## src/rtl/node_sequencer.sv

```systemverilog
// node_sequencer: mission controller for the soil-monitoring line follower.
// Follows the line, confirms side/cross node markings, stops to take a soil
// probe reading, hands one report word to the Xbee link, then blanks node
// detection for a while so the same marking is never reported twice.
module node_sequencer #(
  parameter int DEBOUNCE = 4,
  parameter int SETTLE   = 1000,
  parameter int TIMEOUT  = 50000,
  parameter int BLANK    = 2000,
  parameter int CNT_W    = 16
) (
  input  logic        clock,
  input  logic        reset,
  input  logic        en,
  input  logic [2:0]  line,
  output logic        probe_req,
  input  logic        probe_done,
  input  logic [12:0] moisture,
  output logic        tx_valid,
  input  logic        tx_ready,
  output logic [15:0] tx_data,
  output logic        AF,
  output logic        AB,
  output logic        BF,
  output logic        BB,
  output logic [7:0]  node_count,
  output logic        busy,
  output logic        timeout_err
);

  // The wait counter counts from 0, so each wait ends on its last index.
  localparam logic [CNT_W-1:0] SETTLE_LAST  = CNT_W'(SETTLE - 1);
  localparam logic [CNT_W-1:0] TIMEOUT_LAST = CNT_W'(TIMEOUT - 1);
  localparam logic [CNT_W-1:0] BLANK_LAST   = CNT_W'(BLANK - 1);
  localparam logic [7:0]       DB_TARGET    = 8'(DEBOUNCE);

  typedef enum logic [2:0] {
    S_IDLE,
    S_FOLLOW,
    S_SETTLE,
    S_PROBE,
    S_REPORT,
    S_BLANK
  } state_t;

  state_t            state_q, state_d;
  logic [CNT_W-1:0]  waitCnt_q, waitCnt_d;
  logic [7:0]        dbCnt_q, dbCnt_d;
  logic [2:0]        lastLine_q, lastLine_d;
  logic [1:0]        side_q, side_d;
  logic [1:0]        motor_q, motor_d;
  logic              probeReq_q, probeReq_d;
  logic              txValid_q, txValid_d;
  logic [15:0]       txData_q, txData_d;
  logic [7:0]        nodeCount_q, nodeCount_d;
  logic              timeoutErr_q, timeoutErr_d;
  logic              busy_q, busy_d;
  logic [7:0]        dbNext;

  // Line pattern {L,C,R} to forward-drive bits {motor A, motor B}.
  // Node patterns and 101 simply drive straight ahead.
  function automatic logic [1:0] followMap(input logic [2:0] pat);
    logic [1:0] drive;
    case (pat)
      3'b100:  drive = 2'b01;
      3'b001:  drive = 2'b10;
      3'b000:  drive = 2'b00;
      default: drive = 2'b11;
    endcase
    return drive;
  endfunction

  // Side and cross markings are the patterns that light two or more
  // adjacent sensors.
  function automatic logic isNode(input logic [2:0] pat);
    return (pat == 3'b110) || (pat == 3'b011) || (pat == 3'b111);
  endfunction

  // Side code carried in the report word: left side, right side or cross.
  function automatic logic [1:0] sideCode(input logic [2:0] pat);
    logic [1:0] code;
    case (pat)
      3'b110:  code = 2'b01;
      3'b011:  code = 2'b10;
      default: code = 2'b11;
    endcase
    return code;
  endfunction

  // Next-state and next-output decode for the whole controller; a low
  // enable overrides every state and drops any report in flight.
  always_comb begin
    state_d      = state_q;
    waitCnt_d    = waitCnt_q;
    dbCnt_d      = dbCnt_q;
    lastLine_d   = line;
    side_d       = side_q;
    motor_d      = 2'b00;
    probeReq_d   = probeReq_q;
    txValid_d    = txValid_q;
    txData_d     = txData_q;
    nodeCount_d  = nodeCount_q;
    timeoutErr_d = timeoutErr_q;
    dbNext       = 8'd0;

    if (!en) begin
      state_d    = S_IDLE;
      waitCnt_d  = '0;
      dbCnt_d    = 8'd0;
      probeReq_d = 1'b0;
      txValid_d  = 1'b0;
    end else begin
      case (state_q)
        S_IDLE: begin
          dbCnt_d = 8'd0;
          state_d = S_FOLLOW;
        end

        S_FOLLOW: begin
          motor_d = followMap(line);
          if (isNode(line)) begin
            // A run only continues while the very same node pattern repeats.
            if ((dbCnt_q != 8'd0) && (line == lastLine_q)) begin
              dbNext = dbCnt_q + 8'd1;
            end else begin
              dbNext = 8'd1;
            end
            dbCnt_d = dbNext;
            if (dbNext >= DB_TARGET) begin
              side_d    = sideCode(line);
              motor_d   = 2'b00;
              waitCnt_d = '0;
              dbCnt_d   = 8'd0;
              state_d   = S_SETTLE;
            end
          end else begin
            dbCnt_d = 8'd0;
          end
        end

        S_SETTLE: begin
          if (waitCnt_q == SETTLE_LAST) begin
            probeReq_d = 1'b1;
            waitCnt_d  = '0;
            state_d    = S_PROBE;
          end else begin
            waitCnt_d = waitCnt_q + CNT_W'(1);
          end
        end

        S_PROBE: begin
          // A completion in the final timeout cycle still counts as success.
          if (probe_done) begin
            txData_d   = {side_q, 1'b0, moisture};
            probeReq_d = 1'b0;
            txValid_d  = 1'b1;
            state_d    = S_REPORT;
          end else if (waitCnt_q == TIMEOUT_LAST) begin
            txData_d     = {side_q, 1'b1, 13'h0000};
            timeoutErr_d = 1'b1;
            probeReq_d   = 1'b0;
            txValid_d    = 1'b1;
            state_d      = S_REPORT;
          end else begin
            waitCnt_d = waitCnt_q + CNT_W'(1);
          end
        end

        S_REPORT: begin
          if (tx_ready) begin
            txValid_d   = 1'b0;
            nodeCount_d = nodeCount_q + 8'd1;
            waitCnt_d   = '0;
            state_d     = S_BLANK;
          end
        end

        S_BLANK: begin
          motor_d = followMap(line);
          dbCnt_d = 8'd0;
          if (waitCnt_q == BLANK_LAST) begin
            waitCnt_d = '0;
            state_d   = S_FOLLOW;
          end else begin
            waitCnt_d = waitCnt_q + CNT_W'(1);
          end
        end

        default: begin
          state_d    = S_IDLE;
          probeReq_d = 1'b0;
          txValid_d  = 1'b0;
        end
      endcase
    end

    busy_d = (state_d == S_SETTLE) || (state_d == S_PROBE) ||
             (state_d == S_REPORT) || (state_d == S_BLANK);
  end

  // State and output registers; reset aborts whatever is in progress.
  always_ff @(posedge clock) begin
    if (reset) begin
      state_q      <= S_IDLE;
      waitCnt_q    <= '0;
      dbCnt_q      <= 8'd0;
      lastLine_q   <= 3'b000;
      side_q       <= 2'b00;
      motor_q      <= 2'b00;
      probeReq_q   <= 1'b0;
      txValid_q    <= 1'b0;
      txData_q     <= 16'h0000;
      nodeCount_q  <= 8'd0;
      timeoutErr_q <= 1'b0;
      busy_q       <= 1'b0;
    end else begin
      state_q      <= state_d;
      waitCnt_q    <= waitCnt_d;
      dbCnt_q      <= dbCnt_d;
      lastLine_q   <= lastLine_d;
      side_q       <= side_d;
      motor_q      <= motor_d;
      probeReq_q   <= probeReq_d;
      txValid_q    <= txValid_d;
      txData_q     <= txData_d;
      nodeCount_q  <= nodeCount_d;
      timeoutErr_q <= timeoutErr_d;
      busy_q       <= busy_d;
    end
  end

  // Reverse drive is reserved, so the back lines are held low.
  assign AF          = motor_q[1];
  assign AB          = 1'b0;
  assign BF          = motor_q[0];
  assign BB          = 1'b0;
  assign probe_req   = probeReq_q;
  assign tx_valid    = txValid_q;
  assign tx_data     = txData_q;
  assign node_count  = nodeCount_q;
  assign busy        = busy_q;
  assign timeout_err = timeoutErr_q;

endmodule

```

## config.mk

```make
export PLATFORM = sky130hd
export DESIGN_NAME = node_sequencer
export DESIGN_NICKNAME = d
export VERILOG_FILES = /design/src/rtl/node_sequencer.sv
export SDC_FILE = /design/constraint.sdc
export NUM_CORES = 1
export LEC_CHECK = 0
export CAP_MARGIN = 20
export CORE_MARGIN = 4
export CORE_UTILIZATION = 40
export DETAILED_ROUTE_END_ITERATION = 10
export PLACE_DENSITY = 0.65
export SLEW_MARGIN = 20
export SYNTH_ARGS = -nofsm -noshare
export SYNTH_HDL_FRONTEND = slang
export SYNTH_SLANG_ARGS = --single-unit
```

## constraint.sdc

```tcl
create_clock -name clock -period 2.5 [get_ports clock]
set_input_delay 0.25 -clock clock [delete_from_list [all_inputs] [get_ports clock]]
set_output_delay 0.25 -clock clock [all_outputs]
set_load 0.01 [all_outputs]
```

[Word level (Yosys, flattened, before mapping)]
Cells that the tools add are included.
Word-level totals
  register bits: 62
  logic and storage cells: 107
  input bits: 21
Operators by class
  $lt $le $gt $ge: 1
  bitwise logic cells: 4
  equal/unequal tests: 25
  add/sub/neg operators: 3
  reduce and logical (&&, ||, !) cells: 23
  multiplexer cells: 39
Operators with widths (count)
  two-way mux 16 bit: 9
  one-hot mux 16 bit (5 select lines): 1
  two-way mux 8 bit: 6
  two-way mux 3 bit: 8
  equality test 3 bit, second input constant: 7
  one-hot mux 3 bit (6 select lines): 1
  adder 16 x 1 -> 16 bit, second input constant: 1
  adder 8 x 1 -> 8 bit, second input constant: 2
  equality test 16 x 10 -> 1 bit, second input constant: 1
  equality test 16 x 11 -> 1 bit, second input constant: 1
  equality test 16 bit, second input constant: 1
  one-hot mux 8 bit (2 select lines): 1
  equality test 3 x 2 -> 1 bit, second input constant: 5
  inequality test 2 bit, second input constant: 6
  AND reduction 3 bit: 4
  >= comparator 8 x 3 -> 1 bit, second input constant: 1
  one-hot mux 2 bit (2 select lines): 2
  AND reduction 4 bit: 2
  nonzero test 8 bit: 1
  OR reduction 4 bit: 2
  equality test 3 x 1 -> 1 bit, second input constant: 2
  logical NOT 3 bit: 2
  two-way mux 1 bit: 6
  one-hot mux 1 bit (3 select lines): 2
  11 further kinds: 21

[Logic depth before layout (Yosys ltp)]
Gate-level depths: netlist of the first run.
  word-level depth: 15
  depth in mapped cells: 9
  depth with buffers taken out: 8

[Worst setup path before layout of the first run]
OpenSTA, ideal clock, no wires.
  path type: reg2reg
  start: register dbCnt_q[0]
  end: register waitCnt_q[12]
  data required time: 2378 ps
  stages on the path, launching flop included: 10
  arrival: 1989 ps
  period minus slack after synthesis: 2111 ps
  library setup time: 122 ps
  path slack: 389 ps
  cell sequence: dfxtp_1 > inv_1 > ha_1 > inv_1 > a21oi_1 > a2111oi_4 > and2_4 > o41ai_4 > buf_6 > a221o_1
On the way
  longest elaborated chain between the ends: 9
RTL lines
  start: declaration: line 48  | logic [7:0] dbCnt_q, dbCnt_d;
  start signal: assignment: line 219  | dbCnt_q <= dbCnt_d;
  branches (longest 2 deep; another with adder 8 x 1 -> 8 bit)
  two-way mux 8 bit *: line 123  | if ((dbCnt_q != 8'd0) && (line == lastLine_q)) begin
  two-way mux 8 bit *: line 121  | if (isNode(line)) begin
  two-way mux 8 bit *: line 113  | case (state_q)
  two-way mux 8 bit *: line 106  | if (!en) begin
  >= comparator 8 x 3 -> 1 bit *: line 129  | if (dbNext >= DB_TARGET) begin
  inequality test 2 bit (no line) *
  AND reduction 6 bit (no line) *
  end signal: assignment: line 218  | waitCnt_q <= waitCnt_d;
  end: declaration: line 47  | logic [CNT_W-1:0] waitCnt_q, waitCnt_d;
Mark *: on every way between the ends. The select of a mux whose other input is x is not followed.
A chain may end at the register's enable or synchronous reset.

[Worst setup path after layout of the first run]
  start: register dbCnt_q[7]
  end: register waitCnt_q[0]
Same word-level chain as after synthesis.

==> results.md, run 1 <==
* Status: finished clean
* Sequential element share of the synthesized area at 0.409
* First-pass GRT wire length at 12000 um
* Vias post-DR at 2675
* Diodes inserted at 0
* FF-to-FF End: waitCnt_q[0]$_SDFFE_PP0P_
* Total core area at 0.00733 sq mm
* Worst Setup End Kind: flop
* Largest net degree at the start of global routing at 32
* Comb power frac at 0.054
* Hold Path End: tx_data[10]$_SDFFE_PP0P_
* Initial antenna violation count at 0
* Chip height at 95.2 um
* Area of the mapped netlist at 0.00304 sq mm
* Clock root cell: clkbuf_8
* Post-Route WL at 7140 um
* Post-route ant nets at 0
* CP arrival at 2.63 ns
* Largest fanout on the critical path at 15
* Synth Register Bits at 62
* Width of the die at 95.2 um
* Initial Util at 0.414
* Remaining Overflow, GRT at 0
* Critical R2R Launch: dbCnt_q[7]$_SDFFE_PP0P_
* Clock network fraction of total power at 0.417
* Final WS setup at 0.153 ns
* Deepest clock path buffer count at 2
* P_int at 0.00140 W
* # resized after CTS at 0
* Endpoints failing setup at 0
* Setup Skew at 0.0101 ns
* Fmax at 426 MHz
* FFs w/ async S/R, synth at 0
* PortBufs at 50
* Commonest non-fill, non-tap cell in the layout: dfxtp_1
* GR Util All Layers at 0.168
* Top_reg_cell synth: dfxtp_1
* Layout cell share with drive strength beyond 1 at 0.104
* Total power at 0.00188 W
* Hold Crit Class: flop to flop
* Worst hold path depth at 2
* Design area at 0.00384 sq mm
* Pleak at 1.47 nW
* Core Util, Final at 0.524
* R2R setup slack at 0.15 ns
* DRT Pass-1 Iters at 4
* Hold Fails Final Rpt at 0
* Worst-skew pair later-pin latency at 0.34 ns
* Hold Startpoint: tx_data[10]$_SDFFE_PP0P_
* Setup tns final at 0 ns
* Reg power frac at 0.529
* Psw at 0.000479 W
* Yosys warnings at 0
* Initial drt markers at 105
* Fin nets at 432
* Synthesized area per cell at 8.66 sq um
* Clk sink count at 62
* Reg2reg path depth at 6
* Critical path required time at 2.78 ns
* Rows at 31
* Worst slew pin tran at 0.870 ns
* Post-CTS setup buffer count at 0
* Most frequent cells in the layout: 62 x dfxtp_1, 50 x clkdlybuf4s50_1, 40 x nor2_1
* Worst-path clk slew at 0.08 ns
* CTS buffer count at 9
* H-tree lvl count at 3
* Final Cycle Share at 0.939
* Pins Over Slew Limit at 0
* Worst Path Class, Setup: flop to flop
* Dpl ws at 0.0377 ns
* Synth unique cells at 61
* CTS tree: done
* Maxcap violations at 0
* Hold bufs inserted after CTS at 0
* Die ar. at 0.00905 sq mm
* Pwr dens at 489 mW/mm^2
* Routed len/inst at 14.0 um
* Area after DPL at 0.00367 sq mm
* EDFF count, synth at 0
* Switching Share at 0.254
* Final min period at 2.35 ns
* DPL Wire Length at 5160 um
* DRC violations left at 0
* RSZ-0062 raised after global routing: no
* Number of global-route vias before repair at 2559
* Worst VDD drop at 0.000302 V
* P&R area growth vs syn at 26.5%
* Cells after Synth at 351
* Nature of the critical path startpoint: flop
* Max_slew headroom at 0.418
* Final Wtd Congestion at 0.852
* IO Pins at 53
* Vias per inst at 5.23
[area by class of cell]
class                   instances  area, sq um
clock buffers                   9          124
clock inverters                 7         50.0
fillers                       689         3490
inverters                       6         22.5
multi-input cells             264         1680
flip-flops and latches         62         1240
well taps                      99          124
repair buffers                 64          606
[power by group through the flow]
| stage | sequential, W | combinational (W) | clock, W |
|---|---|---|---|
| detailed placement | 0.00102 | 0.000101 | 0 |
| CTS | 0.000995 | 0.000101 | 0.000818 |
| floorplan | 0.00102 | 0.0000532 | 0 |
| finish | 0.000995 | 0.000101 | 0.000785 |
| global placement | 0.00102 | 0.000100 | 0 |
| global route | 0.000996 | 0.000110 | 0.000865 |
[layer usage]
metal / vias up / track usage / wire length (um)
met4: 0 / 0.0733 / 106
li1: 1373 / - / -
met5: - / 0 / 0
met1: 1256 / 0.215 / 3380
met3: 8 / 0.0403 / 205
met2: 38 / 0.269 / 3450
[worst max-delay path by stage]
stage	from	to	slack [ns]	cells past startpoint
after floorplan	dbCnt_q[0]$_SDFFE_PP0P_	waitCnt_q[12]$_SDFFE_PP0P_	0.39	9
after global placement	line[2]	waitCnt_q[0]$_SDFFE_PP0P_	0.07	6
after detailed placement	line[2]	waitCnt_q[0]$_SDFFE_PP0P_	0.04	6
after CTS	dbCnt_q[7]$_SDFFE_PP0P_	waitCnt_q[0]$_SDFFE_PP0P_	0.13	6
after global routing	dbCnt_q[7]$_SDFFE_PP0P_	waitCnt_q[0]$_SDFFE_PP0P_	0.03	6
final	dbCnt_q[7]$_SDFFE_PP0P_	waitCnt_q[0]$_SDFFE_PP0P_	0.15	6
[worst max-delay path, stage by stage (launching register included)]
cell       delay [ns]
dfxtp_1          0.33
or3_4            0.41
a2111oi_4        0.21
o211ai_2         0.16
and2_4           0.19
o41ai_4          0.70
mux2_2           0.28
[cell usage after synthesis, types with 4 or more instances]
master    count  area, sq um
nor2_1       40          150
clkbuf_1     12         45.0
nor4_1        7         43.8
xnor2_1       4         35.0
dfxtp_1      62         1240
nand2_1      33          124
nor2b_1       8         50.1
a211oi_1      4         30.0
nand4_1      10         62.6
a21oi_1      23          115
xor2_1        6         52.6
a221o_1       7         70.1
a211o_1       7         61.3
and3_1       17          106
inv_1         6         22.5
and2_1        7         43.8
ha_1          4         50.1
nand3_1      25          125
nor3_1        6         30.0
nand2b_1      5         31.3
[metrics by stage]
stage	hold slack, ns	std cells
2_1_floorplan	0.366	352
3_3_place_gp	0.438	495
3_5_place_dp	0.443	495
4_1_cts	0.453	511
5_1_grt	0.475	511
6_report	0.454	511
[logic make-up after synthesis]
family	Yosys count	synth area share
adders and majority gates	4	0.0165
xor gates and xnor gates	10	0.0288
AOI/OAI and AO/OA	65	0.174
buffers and inverters	26	0.0408
muxes	4	0.0136
other	1	0.00123
DFF	62	0.409
and+or+nand+nor	179	0.316
[sequential cells by signal, summed over array words and instances (netlist names)]
name / count
busy: 1
side_q: 2
waitCnt_q: 16
timeout_err: 1
lastLine_q: 3
tx_valid: 1
state_q: 3
probe_req: 1
node_count: 8
tx_data: 16
motor_q: 2
dbCnt_q: 8
Power figures use the tool's default switching activity.
==> run 2: changes to the inputs <==
--- a/config.mk
+++ b/config.mk
@@ -6,6 +6,7 @@
 export NUM_CORES = 1
 export LEC_CHECK = 0
 export CAP_MARGIN = 20
+export CORE_ASPECT_RATIO = 0.9
 export CORE_MARGIN = 4
 export CORE_UTILIZATION = 40
 export DETAILED_ROUTE_END_ITERATION = 10
==> run 2 against run 1 <==
Effect of this change: register-to-register slack gained 0.10 ns; critical path depth increased by 1; core utilization is 1.1 points higher.
==> results.md, run 2 (synthesis gave the netlist of run 1 again) <==
* Status: finished clean
* First-pass GRT wire length at 12000 um
* Post-Layout Cell Count at 504
* Pwr dens at 507 mW/mm^2
* Diodes inserted at 0
* Endpoints failing setup at 0
* IO Pins at 53
* Fmax at 446 MHz
* Clk sink count at 62
* CP arrival at 2.46 ns
* Vias per inst at 5.31
* Area after DPL at 0.00365 sq mm
* Largest net degree at the start of global routing at 32
* Deepest clock path buffer count at 2
* Final Wtd Congestion at 0.825
* Worst VDD drop at 0.000275 V
* Worst path top cell family by delay: compound AO/OA/AOI/OAI gates
* PortBufs at 50
* Final Cycle Share at 0.898
* Post-route ant nets at 0
* DRT Pass-1 Iters at 4
* Setup Skew at 0.00669 ns
* Hold Crit Class: flop to flop
* Number of global-route vias before repair at 2564
* Fin nets at 432
* Clock root cell: clkbuf_8
* P&R area growth vs syn at 27.2%
* Hold bufs inserted after CTS at 0
* Initial Util at 0.421
* Pins Over Slew Limit at 0
* Cells along the critical path: ha_1, and4b_1, a41o_1, a21boi_4, nor2_2, and3_1, a211o_1
* Met1 usage at 0.209
* Post-Route WL at 7150 um
* Crit. path cell count at 7
* CTS buffer count at 9
* Worst-skew pair later-pin latency at 0.33 ns
* Commonest non-fill, non-tap cell in the layout: dfxtp_1
* Worst Setup End Kind: flop
* GRT busiest layer: met2
* Reg2reg path depth at 7
* Worst hold path depth at 2
* Reg power frac at 0.508
* Worst Path Class, Setup: flop to flop
* Switching Share at 0.221
* Pleak at 1.47 nW
* Worst-path clk slew at 0.07 ns
* Most frequent cells in the layout: 62 x dfxtp_1, 50 x clkdlybuf4s50_1, 40 x nor2_1
* Comb power frac at 0.055
* M2 GR Usage at 0.267
* Slowest-stage cell, CP: dfxtp_1
* Clock network fraction of total power at 0.436
* Rows at 29
* DRC violations left at 0
* Worst slew pin tran at 0.568 ns
* Initial drt markers at 148
* Critical path required time at 2.72 ns
* Core Util, Final at 0.535
* Psw at 0.000434 W
* RSZ-0062 raised after global routing: no
* Vias post-DR at 2678
* Remaining Overflow, GRT at 0
* Design area at 0.00386 sq mm
* DP Cell Count at 488
* Total core area at 0.00722 sq mm
* Layout cell share with drive strength beyond 1 at 0.0998
* Width of the die at 99.9 um
* Nature of the critical path startpoint: flop
* Die ar. at 0.00905 sq mm
* Hold Fails Final Rpt at 0
* Min Hold Slack at 0.451 ns
* GR Util All Layers at 0.163
* Chip height at 90.7 um
* H-tree lvl count at 3
* DPL Wire Length at 5120 um
* Largest fanout on the critical path at 15
* Initial antenna violation count at 0
* CTS tree: done
* Maxcap violations at 0
* Max_slew headroom at 0.621
* Critical path buffers and inverters at 0
* GR Layer Usage met3 at 0.0448
* Routed len/inst at 14.2 um
* Final min period at 2.24 ns
* Peak per-stage delay on the critical path at 0.38 ns
* P_int at 0.00153 W
run 2: cell count changes in the layout (fill, tap and decap cells not counted):
| cell | change |
|---|---|
| clkinv_4 | -3 |
| buf_12 | +1 |
| buf_4 | -1 |
| bufinv_16 | +1 |
| clkbuf_1 | +1 |
| clkbuf_8 | +1 |
| clkinv_2 | -1 |
| clkinvlp_4 | +1 |
| inv_6 | -1 |
run 2: worst paths after layout:
| check | slack (ns) | to | from |
|---|---|---|---|
| hold / removal | 0.45 | tx_data[8]$_SDFFE_PP0P_ | tx_data[8]$_SDFFE_PP0P_ |
| setup reg to reg | 0.26 | waitCnt_q[14]$_SDFFE_PP0P_ | waitCnt_q[0]$_SDFFE_PP0P_ |
| setup / recovery | 0.26 | waitCnt_q[14]$_SDFFE_PP0P_ | waitCnt_q[0]$_SDFFE_PP0P_ |
| hold reg to reg | 0.45 | tx_data[8]$_SDFFE_PP0P_ | tx_data[8]$_SDFFE_PP0P_ |
run 2: final cells by class:
type	count	area [sq um]
Timing Repair Buffer	64	618
Inverter	6	22.5
Clock buffer	11	141
Multi-Input combinational cell	264	1680
Fill cell	654	3360
Tap cell	93	116
Sequential cell	62	1240
Clock inverter	4	47.5
run 2: metrics by stage:
stage | setup slack, ns | total power [W] | setup TNS (ns)
global placement | 0.0667 | 0.00112 | 0
detailed placement | -0.0421 | 0.00112 | -0.188
CTS | 0.0718 | 0.00198 | 0
finish | 0.255 | 0.00196 | 0
floorplan | 0.389 | 0.00107 | 0
global route | 0.115 | 0.00204 | 0
run 2: power by group through the flow:
stage | Sequential, W | Combinational (W) | Clock (W)
floorplan | 0.00102 | 0.0000532 | 0
detailed placement | 0.00102 | 0.000103 | 0
global placement | 0.00102 | 0.000102 | 0
finish | 0.000996 | 0.000108 | 0.000855
global route | 0.000996 | 0.000118 | 0.000923
CTS | 0.000996 | 0.000103 | 0.000880
run 2: timing repair:
item | CTS | global route
setup endpoints to repair | 0 | 8
setup buffers | 0 | 1
resized for setup | 0 | 0
run 2: layer usage:
metal | share of wire | vias to the layer above
li1 | - | 1375
met2 | 0.47 | 48
met4 | 0.010 | 0
met1 | 0.49 | 1248
met3 | 0.036 | 7
met5 | 0 | -
run 2: worst reg2reg max path, stage by stage, from the launching register on:
cell	delay (ns)
dfxtp_1	0.38
ha_1	0.25
and4b_1	0.28
a41o_1	0.20
a21boi_4	0.34
nor2_2	0.20
and3_1	0.22
a211o_1	0.26
==> run 3: changes to the inputs <==
--- a/config.mk
+++ b/config.mk
@@ -10,7 +10,7 @@
 export CORE_MARGIN = 4
 export CORE_UTILIZATION = 40
 export DETAILED_ROUTE_END_ITERATION = 10
-export PLACE_DENSITY = 0.65
+export PLACE_DENSITY = 0.68
 export SLEW_MARGIN = 20
 export SYNTH_ARGS = -nofsm -noshare
 export SYNTH_HDL_FRONTEND = slang
==> constraint.sdc (replaced) <==
create_clock -name clock -period 1.8 [get_ports clock]
set_input_delay 0.18 -clock clock [delete_from_list [all_inputs] [get_ports clock]]
set_output_delay 0.18 -clock clock [all_outputs]
set_load 0.01 [all_outputs]
==> run 3 against run 2 <==
Effect of this change: the flow now finishes with violations (setup timing); sequential power is 39% higher; combinational power grew 82%; global-route usage increased by 2.2 points; setup slack worse by 0.47 ns; worst hold slack lost 0.043 ns; maximum frequency rose by 12%; clock power grew 50%; clock skew grew 0.0081 ns; critical path type unchanged; critical path depth is 3 higher.
==> results.md, run 3 (synthesis gave the netlist of run 1 again) <==
* Post-Route WL at 8390 um
* Failing checks: setup timing
* Total core area at 0.00722 sq mm
* Largest fanout on the critical path at 8
* Design area at 0.00446 sq mm
* Critical path required time at 2.03 ns
* CTS tree: done
* Initial drt markers at 184
* Worst-skew pair later-pin latency at 0.35 ns
* Remaining Overflow, GRT at 0
* Post-Layout Cell Count at 562
* Fmax at 497 MHz
* Pwr dens at 641 mW/mm^2
* Worst Path Class, Setup: flop to flop
* Vias per inst at 5.32
* Cells along the critical path: inv_2, ha_4, inv_4, a21oi_4, a2111oi_4, and2_4, o41ai_4, buf_4, buf_12, a221o_1
* Layout cell share with drive strength beyond 1 at 0.260
* Area occupied by multi-input gates at 0.00178 sq mm
* GR Util All Layers at 0.185
* DRT Pass-1 Iters at 4
* Final Cycle Share at 1.12
* First-pass GRT wire length at 13700 um
* Largest net degree at the start of global routing at 32
* Area after DPL at 0.00407 sq mm
* Pleak at 1.79 nW
* CP arrival at 2.24 ns
* Diodes inserted at 0
* Critical path buffers and inverters at 4
* DPL Wire Length at 5730 um
* Worst-path clk slew at 0.08 ns
* Initial antenna violation count at 0
* Pins Over Slew Limit at 0
* Nature of the critical path startpoint: flop
* CTS buffer count at 9
* Deepest clock path buffer count at 2
* Worst Setup End Kind: flop
* Hold bufs inserted after CTS at 0
* Total power at 0.00286 W
* Vias post-DR at 2990
* Worst path top cell family by delay: compound AO/OA/AOI/OAI gates
* IO Pins at 53
* Most frequent cells in the layout: 66 x buf_4, 56 x dfxtp_1, 50 x clkdlybuf4s50_1
* Slowest-stage cell, CP: dfxtp_4
* P&R area growth vs syn at 46.8%
* Final Wtd Congestion at 0.802
* Final WS setup at -0.212 ns
* PortBufs at 50
* Endpoints failing setup at 16
* Number of global-route vias before repair at 2945
* Post-route ant nets at 0
* Setup Skew at 0.0148 ns
* Clk sink count at 62
* Status: complete, but fails checks
* Maxcap violations at 0
* Peak per-stage delay on the critical path at 0.37 ns
* Worst VDD drop at 0.000360 V
* Register area at 0.00125 sq mm
* RSZ-0062 raised after global routing: yes
* Hold Fails Final Rpt at 0
* Commonest non-fill, non-tap cell in the layout: buf_4
* Initial Util at 0.421
* Final min period at 2.01 ns
* Chip height at 90.7 um
* H-tree lvl count at 3
* Width of the die at 99.9 um
* Die ar. at 0.00905 sq mm
* Rows at 29
* DP Cell Count at 536
* Fillers at 618
* Hold Crit Class: input port to flop
* DRC violations left at 0
* Clock root cell: clkbuf_8
* Routed len/inst at 14.9 um
* Fin nets at 489
## run 3: changes by cell type in the layout (fill, tap and decap cells not counted), moves of 3 or more
cell / previous run / this run
dfxtp_1: 62 / 56
ha_1: 4 / 1
buf_4: 13 / 66
dfxtp_2: 0 / 4
inv_4: 0 / 3
inv_1: 6 / 3
## run 3: stage by stage
step	hold WS, ns	setup TNS, ns	util	setup slack (ns)
after floorplan	0.296	-1.07	-	-0.122
after global placement	0.438	-8.05	0.563	-0.495
after detailed placement	0.450	-8.98	0.563	-0.550
after CTS	0.393	-2.79	0.598	-0.209
after global routing	0.408	-3.95	0.618	-0.257
final	0.408	-2.68	0.618	-0.212
## run 3: worst register-to-register path, delay by kind of cell (launching register included)
| family | cells | cell delay [ns] |
|---|---|---|
| compound gates | 4 | 0.76 |
| fa+ha+maj | 1 | 0.16 |
| buf+inv | 4 | 0.41 |
| simple gates | 1 | 0.22 |
| flops | 1 | 0.37 |
## run 3: timing repair
action | in CTS | in global routing
setup endpoints to repair | 17 | 41
pin swaps | 4 | 16
buffers inserted | 3 | 6
resized for setup | 2 | 17
cloned | 0 | 2
## run 3: final cells by class
type / count / area share
inverter: 6 / 0.00617
sequential: 62 / 0.281
multi-input combinational: 265 / 0.400
tap: 93 / 0.0261
clock inverter: 6 / 0.0154
clock buffer: 10 / 0.0309
timing repair buffer: 120 / 0.240
## run 3: path summary, 6_finish.rpt
kind	from	endpoint	slack [ns]	cells past startpoint
setup / recovery	dbCnt_q[1]$_SDFFE_PP0P_	waitCnt_q[15]$_SDFFE_PP0P_	-0.21	10
hold / removal	moisture[9]	tx_data[9]$_SDFFE_PP0P_	0.41	3
setup reg to reg	dbCnt_q[1]$_SDFFE_PP0P_	waitCnt_q[15]$_SDFFE_PP0P_	-0.21	10
hold reg to reg	tx_data[6]$_SDFFE_PP0P_	tx_data[6]$_SDFFE_PP0P_	0.46	2
## run 3: report_power, final
group	switching, W	internal [W]
combinational	0.0000906	0.000106
clock	0.000598	0.000685
sequential	0.00000425	0.00137
## run 3: routing by layer
metal	GRT usage	vias up	part of all wire
met5	0	-	0
met4	0.0512	0	0.0085
met3	0.0548	5	0.058
met2	0.298	78	0.49
li1	-	1494	-
met1	0.238	1413	0.44
